==> config.mk <==
export PLATFORM = sky130hd
export DESIGN_NAME = keypad_scanner
export DESIGN_NICKNAME = d
export VERILOG_FILES = /design/src/rtl/keypad_scanner_pkg.sv /design/src/rtl/keypad_scanner_sync2.sv /design/src/rtl/keypad_scanner.sv
export SDC_FILE = /design/constraint.sdc
export NUM_CORES = 1
export LEC_CHECK = 0
export BUFFER_PORTS_ARGS = -buffer_cell sky130_fd_sc_hd__buf_2
export CORE_UTILIZATION = 35
export CTS_BUF_LIST = sky130_fd_sc_hd__clkbuf_4
export DETAILED_ROUTE_END_ITERATION = 10
export GPL_ROUTABILITY_DRIVEN = 0
export RECOVER_POWER = 50
export SYNTH_ARGS = -nofsm -noshare
export SYNTH_HDL_FRONTEND = slang
export SYNTH_SLANG_ARGS = --single-unit
==> constraint.sdc <==
create_clock -name clk -period 4 [get_ports clk]
set_input_delay 0.8 -clock clk [delete_from_list [all_inputs] [get_ports clk]]
set_output_delay 0.8 -clock clk [all_outputs]
set_load 0.02 [all_outputs]
==> src/rtl/keypad_scanner_pkg.sv <==
// Shared key-code constants for the keypad scanner and the RPN stack,
// plus the scanner state type and the row/column to key-code map.
package keypad_scanner_pkg;

  localparam logic [4:0] KEY_0     = 5'b00000;
  localparam logic [4:0] KEY_1     = 5'b00001;
  localparam logic [4:0] KEY_2     = 5'b00010;
  localparam logic [4:0] KEY_3     = 5'b00011;
  localparam logic [4:0] KEY_4     = 5'b00100;
  localparam logic [4:0] KEY_5     = 5'b00101;
  localparam logic [4:0] KEY_6     = 5'b00110;
  localparam logic [4:0] KEY_7     = 5'b00111;
  localparam logic [4:0] KEY_8     = 5'b01000;
  localparam logic [4:0] KEY_9     = 5'b01001;
  localparam logic [4:0] KEY_PLUS  = 5'b10000;
  localparam logic [4:0] KEY_MINUS = 5'b10001;
  localparam logic [4:0] KEY_BACKS = 5'b10010;
  localparam logic [4:0] KEY_ENTER = 5'b10011;
  localparam logic [4:0] KEY_UP    = 5'b10100;
  localparam logic [4:0] KEY_DOWN  = 5'b10101;
  localparam logic [4:0] KEY_NOP   = 5'b10110;

  typedef enum logic [1:0] {
    ST_SCAN     = 2'd0,
    ST_DEBOUNCE = 2'd1,
    ST_HELD     = 2'd2,
    ST_RELEASE  = 2'd3
  } scan_state_e;

  // Physical keypad layout: rows top to bottom, columns left to right.
  function automatic logic [4:0] key_lookup(input logic [1:0] row, input logic [1:0] col);
    logic [4:0] code;
    code = KEY_NOP;
    case ({row, col})
      4'b00_00: code = KEY_1;
      4'b00_01: code = KEY_2;
      4'b00_10: code = KEY_3;
      4'b00_11: code = KEY_PLUS;
      4'b01_00: code = KEY_4;
      4'b01_01: code = KEY_5;
      4'b01_10: code = KEY_6;
      4'b01_11: code = KEY_MINUS;
      4'b10_00: code = KEY_7;
      4'b10_01: code = KEY_8;
      4'b10_10: code = KEY_9;
      4'b10_11: code = KEY_BACKS;
      4'b11_00: code = KEY_UP;
      4'b11_01: code = KEY_0;
      4'b11_10: code = KEY_DOWN;
      4'b11_11: code = KEY_ENTER;
      default:  code = KEY_NOP;
    endcase
    return code;
  endfunction

endpackage

==> src/rtl/keypad_scanner_sync2.sv <==
// Parameterized-width two-flop synchronizer. Resets to all ones so that
// pulled-up (idle) inputs read as "nothing pressed" straight out of reset.
module sync2 #(
  parameter int WIDTH = 4
) (
  input  logic             clk,
  input  logic             rst,
  input  logic [WIDTH-1:0] i_d,
  output logic [WIDTH-1:0] o_q
);

  logic [WIDTH-1:0] r_meta;
  logic [WIDTH-1:0] r_sync;

  // Two back-to-back flops to settle the asynchronous input.
  always_ff @(posedge clk) begin
    if (rst) begin
      r_meta <= '1;
      r_sync <= '1;
    end else begin
      r_meta <= i_d;
      r_sync <= r_meta;
    end
  end

  assign o_q = r_sync;

endmodule

==> src/rtl/keypad_scanner.sv <==
// 4x4 matrix keypad scanner: drives one column low at a time, samples the
// synchronized rows once per column slot, debounces presses and releases,
// and reports the accepted key code with an intro level held while pressed.
module keypad_scanner
  import keypad_scanner_pkg::*;
#(
  parameter int SCAN_DIV       = 50000,
  parameter int DEBOUNCE_SCANS = 4
) (
  input  logic       clk,
  input  logic       rst,
  input  logic [3:0] row_in,
  output logic [3:0] col_out,
  output logic [4:0] key_code,
  output logic       intro
);

  localparam int CW = (SCAN_DIV > 1) ? $clog2(SCAN_DIV) : 1;
  localparam int DW = $clog2(DEBOUNCE_SCANS + 1);

  logic [3:0]    w_rows_s;
  logic [3:0]    w_low;
  logic          w_one_low;
  logic [1:0]    w_row_idx;
  logic [4:0]    w_cand_code;
  logic          w_latched_present;
  logic          w_sample;
  logic [DW-1:0] w_deb_nxt;
  logic          w_deb_done;

  logic [CW-1:0] r_cnt;
  scan_state_e   r_state;
  logic [1:0]    r_col;
  logic [DW-1:0] r_deb_cnt;
  logic [1:0]    r_cand_row;
  logic [4:0]    r_cand_code;
  logic [4:0]    r_key_code;
  logic          r_intro;

  sync2 #(.WIDTH(4)) u_row_sync (
    .clk (clk),
    .rst (rst),
    .i_d (row_in),
    .o_q (w_rows_s)
  );

  // Exactly one low row is a real key; none or several is rejected as ghosting.
  assign w_low       = ~w_rows_s;
  assign w_one_low   = $onehot(w_low);
  assign w_cand_code = key_lookup(w_row_idx, r_col);
  assign w_latched_present = w_low[r_cand_row];
  assign w_sample    = (r_cnt == CW'(SCAN_DIV - 1));
  assign w_deb_nxt   = r_deb_cnt + DW'(1);
  assign w_deb_done  = (w_deb_nxt == DW'(DEBOUNCE_SCANS));

  // Index of the low row (meaningful only when exactly one row is low).
  always_comb begin
    w_row_idx = 2'd0;
    for (int i = 0; i < 4; i++) begin
      if (w_low[i]) w_row_idx = 2'(i);
    end
  end

  // Column slot timer; the last count of each slot is the sample point.
  always_ff @(posedge clk) begin
    if (rst) begin
      r_cnt <= '0;
    end else if (w_sample) begin
      r_cnt <= '0;
    end else begin
      r_cnt <= r_cnt + CW'(1);
    end
  end

  // Scan/debounce FSM; the column stays frozen while a key is being tracked.
  always_ff @(posedge clk) begin
    if (rst) begin
      r_state     <= ST_SCAN;
      r_col       <= 2'd0;
      r_deb_cnt   <= '0;
      r_cand_row  <= 2'd0;
      r_cand_code <= KEY_NOP;
      r_key_code  <= KEY_NOP;
      r_intro     <= 1'b0;
    end else if (w_sample) begin
      case (r_state)
        ST_SCAN: begin
          if (w_one_low) begin
            r_cand_row  <= w_row_idx;
            r_cand_code <= w_cand_code;
            if (DEBOUNCE_SCANS == 1) begin
              r_state    <= ST_HELD;
              r_key_code <= w_cand_code;
              r_intro    <= 1'b1;
              r_deb_cnt  <= '0;
            end else begin
              r_state   <= ST_DEBOUNCE;
              r_deb_cnt <= DW'(1);
            end
          end else begin
            r_col <= r_col + 2'd1;
          end
        end
        ST_DEBOUNCE: begin
          if (w_one_low && (w_cand_code == r_cand_code)) begin
            if (w_deb_done) begin
              r_state    <= ST_HELD;
              r_key_code <= r_cand_code;
              r_intro    <= 1'b1;
              r_deb_cnt  <= '0;
            end else begin
              r_deb_cnt <= w_deb_nxt;
            end
          end else begin
            r_state   <= ST_SCAN;
            r_deb_cnt <= '0;
            r_col     <= r_col + 2'd1;
          end
        end
        ST_HELD: begin
          // Only the latched row matters; other keys on this column are ignored.
          if (!w_latched_present) begin
            if (DEBOUNCE_SCANS == 1) begin
              r_state <= ST_SCAN;
              r_intro <= 1'b0;
              r_col   <= r_col + 2'd1;
            end else begin
              r_state   <= ST_RELEASE;
              r_deb_cnt <= DW'(1);
            end
          end
        end
        ST_RELEASE: begin
          if (w_latched_present) begin
            r_state   <= ST_HELD;
            r_deb_cnt <= '0;
          end else if (w_deb_done) begin
            r_state   <= ST_SCAN;
            r_intro   <= 1'b0;
            r_deb_cnt <= '0;
            r_col     <= r_col + 2'd1;
          end else begin
            r_deb_cnt <= w_deb_nxt;
          end
        end
        default: r_state <= ST_SCAN;
      endcase
    end
  end

  assign col_out  = ~(4'b0001 << r_col);
  assign key_code = r_key_code;
  assign intro    = r_intro;

endmodule

Yosys cells after proc, flatten, opt, wreduce, memory -nomap -nowiden
Memory sizes are Yosys's and may differ from the RTL's.
Index checks and enable logic that the tools add are counted.
Storage, ports and cells
  logic and storage cells: 77
  input bits: 6
  flip-flop bits (word level): 44
  ROM bits: 80
  output and inout port bits: 10
  memories: 1
Memory list
  (no name shown): words 16, bits a word 5, read ports 1, clocked after Yosys merged registers in 0, write ports 0, RTL line keypad_scanner_pkg.sv:34  | case ({row, col})
Cells by class
  order comparisons: 1
  shift operators: 1
  add/sub/neg operators: 6
  multiplexer cells: 28
  reduce and logical (&&, ||, !) cells: 11
  bitwise logic cells: 2
  equal/unequal tests: 17
Operator list (number)
  2-bit 2-to-1 mux: 12
  16-bit by 1-bit adder with 16-bit output (second input constant): 1
  16-bit == test (second input constant): 1
  2-bit != test (second input constant): 8
  3-bit 2-to-1 mux: 5
  3-bit one-hot mux with 4 select lines: 1
  6-bit AND reduction: 2
  4-bit NOT: 2
  2-bit one-hot mux with 4 select lines: 1
  1-bit 2-to-1 mux: 6
  3-bit != test (second input constant): 2
  2-bit one-hot mux with 3 select lines: 1
  3-bit AND reduction: 2
  5-bit == test: 1
  5-bit AND reduction: 1
  1-bit by 1-bit adder with 2-bit output: 2
  2-bit == test (second input constant): 2
  4-bit AND reduction: 1
  1-bit by 2-bit left shift with 4-bit output (first input constant): 1
  2-bit by 2-bit adder with 3-bit output: 1
  3-bit by 1-bit adder with 3-bit output (second input constant): 1
  3-bit by 1-bit == test with 1-bit output (second input constant): 1
  3-bit == test (second input constant): 1
  2-bit by 3-bit < comparator with 1-bit output (second input constant): 1
  other kinds (9): 9

Depth between registers and ports, before layout
Gate-level depths: netlist (run 1).
An unclocked memory read counts as a cell.
  depth after elaboration: 9
  depth in mapped cells: 10

Cells and area by module
A second synthesis (run 1) with hierarchy kept.
Second synthesis, totals
  cells, all modules: 256
  area, all modules: 2343.5 µm²
By module, submodules not included
  keypad_scanner: times used 1, area each 2133.3 µm², cells an instance 240
  sync2: times used 1, area each 210.2 µm², cells an instance 16

Worst setup path after synthesis (run 1)
Ideal clock, no wire load.
  kind: register -> register
  start point: register u_row_sync.r_sync[1], in the netlist u_row_sync.o_q[1]
  end point: register r_key_code[0], in the netlist key_code[0]
  arrival: 2666 ps
  setup time: 134 ps
  path slack: 1200 ps
  cell stages (with the launch flop): 11
  data required time: 3866 ps
  path through: dfxtp_1 > fa_1 > inv_1 > ha_1 > ha_1 > nor4b_4 > o211ai_1 > or4_1 > clkbuf_1 > o31ai_1 > a21oi_1
Between the ends
  longest elaborated chain between the ends: 8
RTL lines
  from (decl): RTL line keypad_scanner_sync2.sv:13  | logic [WIDTH-1:0] r_sync;
  from (signal assigned): RTL line keypad_scanner_sync2.sv:22  | r_sync <= r_meta;
  4-bit NOT (*): RTL line keypad_scanner.sv:48  | assign w_low = ~w_rows_s;
  1-bit 2-to-1 mux: RTL line keypad_scanner.sv:60  | if (w_low[i]) w_row_idx = 2'(i);
  2-bit 2-to-1 mux (2 in a row): RTL line keypad_scanner.sv:60
  memory read 16 x 5 bit
  5-bit == test: RTL line keypad_scanner.sv:105  | if (w_one_low && (w_cand_code == r_cand_code)) begin
  1-bit logical AND (*): RTL line keypad_scanner.sv:105
  4-bit AND reduction (no line) (*)
  to (signal assigned): RTL line keypad_scanner.sv:93  | r_key_code <= w_cand_code;
  to (signal assigned): RTL line keypad_scanner.sv:108  | r_key_code <= r_cand_code;
  to (decl): RTL line keypad_scanner.sv:37  | logic [4:0] r_key_code;
Mark *: on every way between the ends. The rest lies on a longest branch, timed or not.
A chain may end at the register's enable or synchronous reset.

Worst setup path after layout (run 1)
  start point: register u_row_sync.r_sync[3], in the netlist u_row_sync.o_q[3]
  end point: register r_key_code[3], in the netlist key_code[3]
Between the ends
  longest elaborated chain between the ends: 6
RTL lines (RTL line)
  4-bit NOT (*): keypad_scanner.sv:48
  2-bit 2-to-1 mux or 1-bit by 1-bit adder with 2-bit output (tied branches): keypad_scanner.sv:60, keypad_scanner.sv:49
  memory read 16 x 5 bit or 2-bit by 2-bit adder with 3-bit output (tied branches)
  5-bit == test or 3-bit by 1-bit == test with 1-bit output (tied branches): keypad_scanner.sv:105, keypad_scanner.sv:49
  1-bit logical AND (*): keypad_scanner.sv:105
  4-bit AND reduction (no line) (*)
Marks and branches as above.

==> results of run 1 <==
[routing by layer]
layer,global-route usage [%],vias to the layer above
met5,0,-
met4,5.855,0
met3,3.696,9
met2,22.07,41
met1,17.75,837
li1,-,985
[state kept, by name (all words and copies together) (netlist names)]
| register | flops |
|---|---|
| u_row_sync.r_meta | 4 |
| r_col | 2 |
| intro | 1 |
| r_state | 2 |
| r_deb_cnt | 3 |
| u_row_sync.o_q | 4 |
| r_cand_row | 2 |
| r_cnt | 16 |
| r_cand_code | 5 |
| key_code | 5 |
[cell usage after synthesis (4+ instances only)]
cell type	number
nor4_1	5
ha_1	12
o21ai_0	9
a31oi_1	4
dfxtp_1	44
nor2b_1	4
or2_2	10
xnor2_1	5
mux2i_1	6
a21oi_1	6
nand2_1	23
nor2_1	29
xor2_1	12
and3_1	5
nand3_1	13
clkbuf_1	4
nand2b_1	8
nand4_1	7
inv_1	15
buf_2	5
o211ai_1	4
[worst max-delay path by stage]
stage,startpoint,end,slack (ns)
after floorplan,u_row_sync.o_q[1],key_code[0],1.20
after global placement,u_row_sync.o_q[3],r_col[0],0.78
after detailed placement,u_row_sync.o_q[3],r_col[0],0.73
after CTS,u_row_sync.o_q[3],r_col[0],0.70
after global routing,u_row_sync.o_q[3],r_deb_cnt[1],0.39
final,u_row_sync.o_q[3],key_code[3],0.67
[power groups by stage]
| stage | combinational [mW] | sequential (mW) | clock (mW) |
|---|---|---|---|
| detailed placement | 0.0436 | 0.461 | 0 |
| global route | 0.0483 | 0.453 | 0.315 |
| global placement | 0.0435 | 0.461 | 0 |
| floorplan | 0.0368 | 0.458 | 0 |
| finish | 0.0431 | 0.452 | 0.282 |
| CTS | 0.0438 | 0.452 | 0.294 |
[worst max-delay path, stage by stage, from the launching register on]
cell      delay (ns)
dfxtp_1         0.76
fa_1            0.52
inv_1           0.06
ha_1            0.14
ha_1            0.25
nor4b_4         0.29
o211ai_1        0.17
or4_1           0.63
o31ai_1         0.28
a21oi_1         0.10
[cell families (layout without fill, tap and decap cells)]
kind of cell | count (synthesis) | in the layout | share of synthesized area [%]
buffers and inverters | 27 | 39 | 4.901
AO/OA/AOI/OAI | 37 | 37 | 10.22
XOR/XNOR | 17 | 17 | 6.140
AND/OR/NAND/NOR | 130 | 130 | 31.53
multiplexers | 8 | 8 | 3.870
adder cells (fa/ha/maj) | 13 | 13 | 7.017
flip-flops | 44 | 44 | 36.33
[cell type report]
type                    instances  area (sq um)  share of cell area [%]
well taps                      77         96.34                   3.720
clock buffers                   5         37.54                   1.449
flip-flops and latches         44         880.8                   34.01
multi-input cells             205          1406                   54.30
repair buffers                 15         66.31                   2.560
inverters                      16         60.06                   2.319
clock inverters                 3         42.54                   1.643
[metrics by stage]
stage	total power [mW]	utilization [%]	setup WS (ns)	cells	hold WS, ns
after floorplan	0.4946	-	1.200	276	0.3895
after global placement	0.5048	38.85	0.7783	357	0.3915
after detailed placement	0.5050	38.85	0.7256	357	0.3940
after CTS	0.7893	40.08	0.7020	365	0.4264
after global routing	0.8172	39.66	0.3880	365	0.4339
final	0.7764	39.66	0.6740	365	0.4230
==> flow_metrics.py, run 1 <==
metrics = {
    "pwr": {
        "p_int_mw": 0.5941,
        "comb_power_share_pct": 5.6,
        "p_leak_nw": 0.9584,
        "p_seq_share_pct": 58.2,
        "powerDensity_nw_per_um2": 299.8,
        "clkPwrFrac_pct": 36.3,
        "netSwitchingPower_mw": 0.1823,
        "ir_drop_mv": 0.1809,
        "netSwitchingFraction_pct": 23.48,
    },
    "global_routing": {
        "grt_pass1_vias": 1742,
        "grtUsageTotal_pct": 13.87,
        "grt_pass1_wl_um": 7976,
        "globalRouteOverflowTotal": 0,
        "grt_max_degree": 26,
        "antenna_found_initial": 0,
    },
    "die": {
        "die_w_um": 85.24,
        "die-area_sq_um": 7265,
        "io_pins": 16,
        "rows": 29,
        "core_sq_um": 6531,
        "initial_utilization_pct": 37.13,
        "die_h_um": 85.24,
    },
    "timing": {
        "tns_ns": 0,
        "maxSlewViolCount": 0,
        "relSlewSlack_pct": 27.78,
        "worst_slew_pin_slew_ns": 1.083,
        "setup_violations": 0,
        "max_freq_ghz": 0.3007,
        "final.period_utilization_pct": 83.15,
        "rsz0062_at_grt": "no",
        "fin_skew_ns": 0.009469,
        "fin_crit_ns": 3.326,
        "finalHoldViolCount": 0,
    },
    "logic_synthesis": {
        "async_flop_share_pct": 0,
        "yosys-top-cells-area": "dfxtp_1, ha_1, nor2_1",
        "syn_inst": 276,
        "netlist_area_sq_um": 2425,
        "syn-num-nets": 295,
        "ys_ff_latch": 44,
        "ys.flop_type": "dfxtp_1",
        "synth_top_cell_by_area": "dfxtp_1",
        "synth_top_area_share_pct": 36.33,
        "yosysSeqAreaShare_pct": 36.33,
        "synth_edf_count": 0,
        "yosysWarnings": 0,
        "synthDistinctLibCells": 56,
        "avgSynthCellArea_sq_um": 8.786,
    },
    "routing": {
        "wl_um": 4722,
        "drc_errors": 0,
        "vias": 1872,
        "ant_nets": 0,
        "drt-initial-drc-count": 99,
        "wire_per_inst_um": 12.94,
        "routed.top_layer": "met4",
        "wl_met1_um": 2319,
        "first_pass_iters": 5,
        "viasPerCell": 5.129,
        "met3RoutedLength_um": 225,
        "wl_met2_um": 2091,
    },
    "final_layout": {
        "fin_nets": 306,
        "syn_to_final_growth_pct": 6.811,
        "layout_common_cells": "dfxtp_1, nor2_1, nand2_1",
        "drive_above_1_share_pct": 12.15,
        "fill_cells": 696,
        "diodes": 0,
        "final_common_cell": "dfxtp_1",
        "stdcell_area_sq_um": 2590,
    },
    "clock_network": {
        "clockRootBuffer": "clkbuf_4",
        "htreeDepth": 2,
        "postCtsResizedCells": 0,
        "clkTransAtPathRegs_ns": 0.14,
        "post_cts_buffers": 0,
        "cts.path.max_buffers": 2,
        "cts_made_buffers": 5,
        "cts_tree": "done",
        "clk_latency_ns": 0.36,
        "cts_sinks": 44,
        "cts_hold_buf": 0,
    },
    "job": {
        "drv_cap": 0,
    },
    "placed_design": {
        "hpwl_um": 3330,
        "placedInstanceArea_sq_um": 2537,
        "io_buffers": 15,
    },
    "worst_setup_path": {
        "critical_path_class": "reg -> reg",
        "r2r_start": "u_row_sync.o_q[3]",
        "endpoint_kind": "flip-flop",
        "critPathLaunchType": "flip-flop",
        "worst-r2r-setup-slack_ns": 0.67,
        "crit_path_max_fanout": 22,
        "cp.arrival_ns": 3.54,
        "required_ns": 4.22,
        "r2r-end": "key_code[3]",
        "ff2ff_path_depth": 9,
    },
    "min_path": {
        "min_to": "u_row_sync.o_q[1]",
        "min_from": "u_row_sync.r_meta[1]",
        "hold_depth": 1,
        "holdCritPathClass": "reg -> reg",
    },
    "status": {
        "outcome": "finished, final reports clean",
    },
}
Note: power is estimated with default switching activity, not from simulation.
==> run 2: changes to the inputs <==
==> constraint.sdc (replaced) <==
create_clock -name clk -period 3.02 [get_ports clk]
set_input_delay 0.604 -clock clk [delete_from_list [all_inputs] [get_ports clk]]
set_output_delay 0.604 -clock clk [all_outputs]
set_load 0.02 [all_outputs]
==> run 2 against run 1 <==
Compared with the run above: register-to-register slack got worse by 0.48 ns; global-route usage up 0.20 points; clock power up 32%; largest cell class unchanged; setup slack got worse by 0.48 ns; design area up 3.2%; first-iteration DRC count shrank 5.1%; count of clock-buffer cells in the layout is 1 higher; sequential power up 31%; worst hold slack lost 0.0074 ns.
==> flow_metrics.py, run 2 (synthesis results as in run 1) <==
metrics = {
    "status": {
        "outcome": "finished, final reports clean",
    },
    "final_layout": {
        "stdcell_area_sq_um": 2673,
        "fill_cells": 671,
        "layout_common_cells": "dfxtp_1, nor2_1, nand2_1",
        "layout.cells.non_filler": 372,
        "regMostFlops": "r_cnt",
        "fin_nets": 313,
        "final_common_cell": "dfxtp_1",
        "diodes": 0,
        "drive_above_1_share_pct": 15.59,
        "largest_reg_flops": 16,
        "seq_area_sq_um": 880.8,
        "syn_to_final_growth_pct": 10.22,
        "multi_input_area_sq_um": 1438,
    },
    "timing": {
        "rsz0062_at_grt": "no",
        "worst_slew_pin_slew_ns": 1.070,
        "relSlewSlack_pct": 28.69,
        "finalHoldViolCount": 0,
        "setup_violations": 0,
        "worst_hold_slack_ns": 0.4156,
        "max_freq_ghz": 0.3536,
        "maxSlewViolCount": 0,
        "fin_skew_ns": 0.006708,
        "tns_ns": 0,
        "final.period_utilization_pct": 93.65,
        "fin_crit_ns": 2.828,
    },
    "worst_setup_path": {
        "required_ns": 3.23,
        "crit_path_max_fanout": 6,
        "endpoint_kind": "flip-flop",
        "cp.arrival_ns": 3.04,
        "critPathLaunchType": "flip-flop",
        "critical_path_class": "reg -> reg",
    },
    "pwr": {
        "ir_drop_mv": 0.1840,
        "powerDensity_nw_per_um2": 386.5,
        "p_leak_nw": 0.9961,
    },
    "min_path": {
        "holdCritPathClass": "in -> reg",
    },
    "clock_network": {
        "cts_made_buffers": 5,
        "post_cts_buffers": 0,
        "htreeDepth": 2,
        "clkTransAtPathRegs_ns": 0.12,
        "cts_tree": "done",
        "clockRootBuffer": "clkbuf_4",
        "clk_latency_ns": 0.36,
        "cts.path.max_buffers": 2,
        "cts_sinks": 44,
    },
    "placed_design": {
        "hpwl_um": 3342,
        "placed_cells": 364,
        "placedInstanceArea_sq_um": 2590,
        "io_buffers": 15,
    },
    "global_routing": {
        "grt_max_degree": 26,
        "grtUsageTotal_pct": 14.07,
        "grt_pass1_wl_um": 8162,
        "grt_pass1_vias": 1793,
        "globalRouteOverflowTotal": 0,
        "antenna_found_initial": 0,
    },
    "job": {
        "drv_cap": 0,
    },
    "routing": {
        "wire_per_inst_um": 12.70,
        "ant_nets": 0,
        "drc_errors": 0,
        "first_pass_iters": 4,
        "wl_um": 4723,
        "vias": 1906,
        "viasPerCell": 5.124,
        "drt-initial-drc-count": 94,
    },
    "die": {
        "initial_utilization_pct": 37.13,
        "rows": 29,
        "die_h_um": 85.24,
        "io_pins": 16,
        "die_w_um": 85.24,
        "die-area_sq_um": 7265,
        "core_sq_um": 6531,
    },
}
-- run 2: metrics by stage --
stage | utilization [%] | total power, mW | worst slack [ns]
after floorplan | - | 0.6550 | 0.2198
after global placement | 39.66 | 0.6731 | 0.1771
after detailed placement | 39.66 | 0.6745 | 0.1105
after CTS | 40.88 | 1.048 | 0.08322
after global routing | 40.92 | 1.086 | 0.03335
final | 40.92 | 1.033 | 0.1918
-- run 2: cell type report --
class | instances | share of cell area (%)
flip-flops and latches | 44 | 32.96
clock inverters | 2 | 1.311
clock buffers | 6 | 1.685
well taps | 77 | 3.605
multi-input cells | 205 | 53.79
repair buffers | 22 | 4.401
inverters | 16 | 2.247
-- run 2: worst paths after layout --
path	start	to	slack, ns	cells past startpoint
min reg2reg	u_row_sync.r_meta[2]	u_row_sync.o_q[2]	0.42	1
min	row_in[2]	u_row_sync.r_meta[2]	0.42	2
max reg2reg	u_row_sync.o_q[0]	key_code[3]	0.19	9
max	u_row_sync.o_q[0]	key_code[3]	0.19	9
-- run 2: repair_timing --
item,CTS,global route
hold buffers,0,0
setup endpoints to repair,0,9
endpoints found under the hold margin,0,0
gates resized for setup,0,6
-- run 2: worst max-delay path: stages, from the launching register on --
cell and delay [ns]:
dfxtp_1 0.35, fa_1 0.54, inv_1 0.04, ha_1 0.17, ha_1 0.31, nor4b_4 0.23
o211ai_1 0.16, or4_4 0.50, o31ai_1 0.27, a21oi_1 0.10
-- run 2: power by group --
part           leakage (nW)  internal, mW  switching [mW]
registers             0.357         0.589         0.00579
clock network        0.0456         0.183           0.189
logic                 0.593        0.0298          0.0377
-- run 2: layer usage --
metal  global-route usage, %  vias up  share of wire [%]
met5                       0        -                  0
li1                        -      993                  -
met3                   3.016        8                3.3
met1                   18.51      881                 50
met2                   22.29       24                 46
met4                   6.009        0                1.2
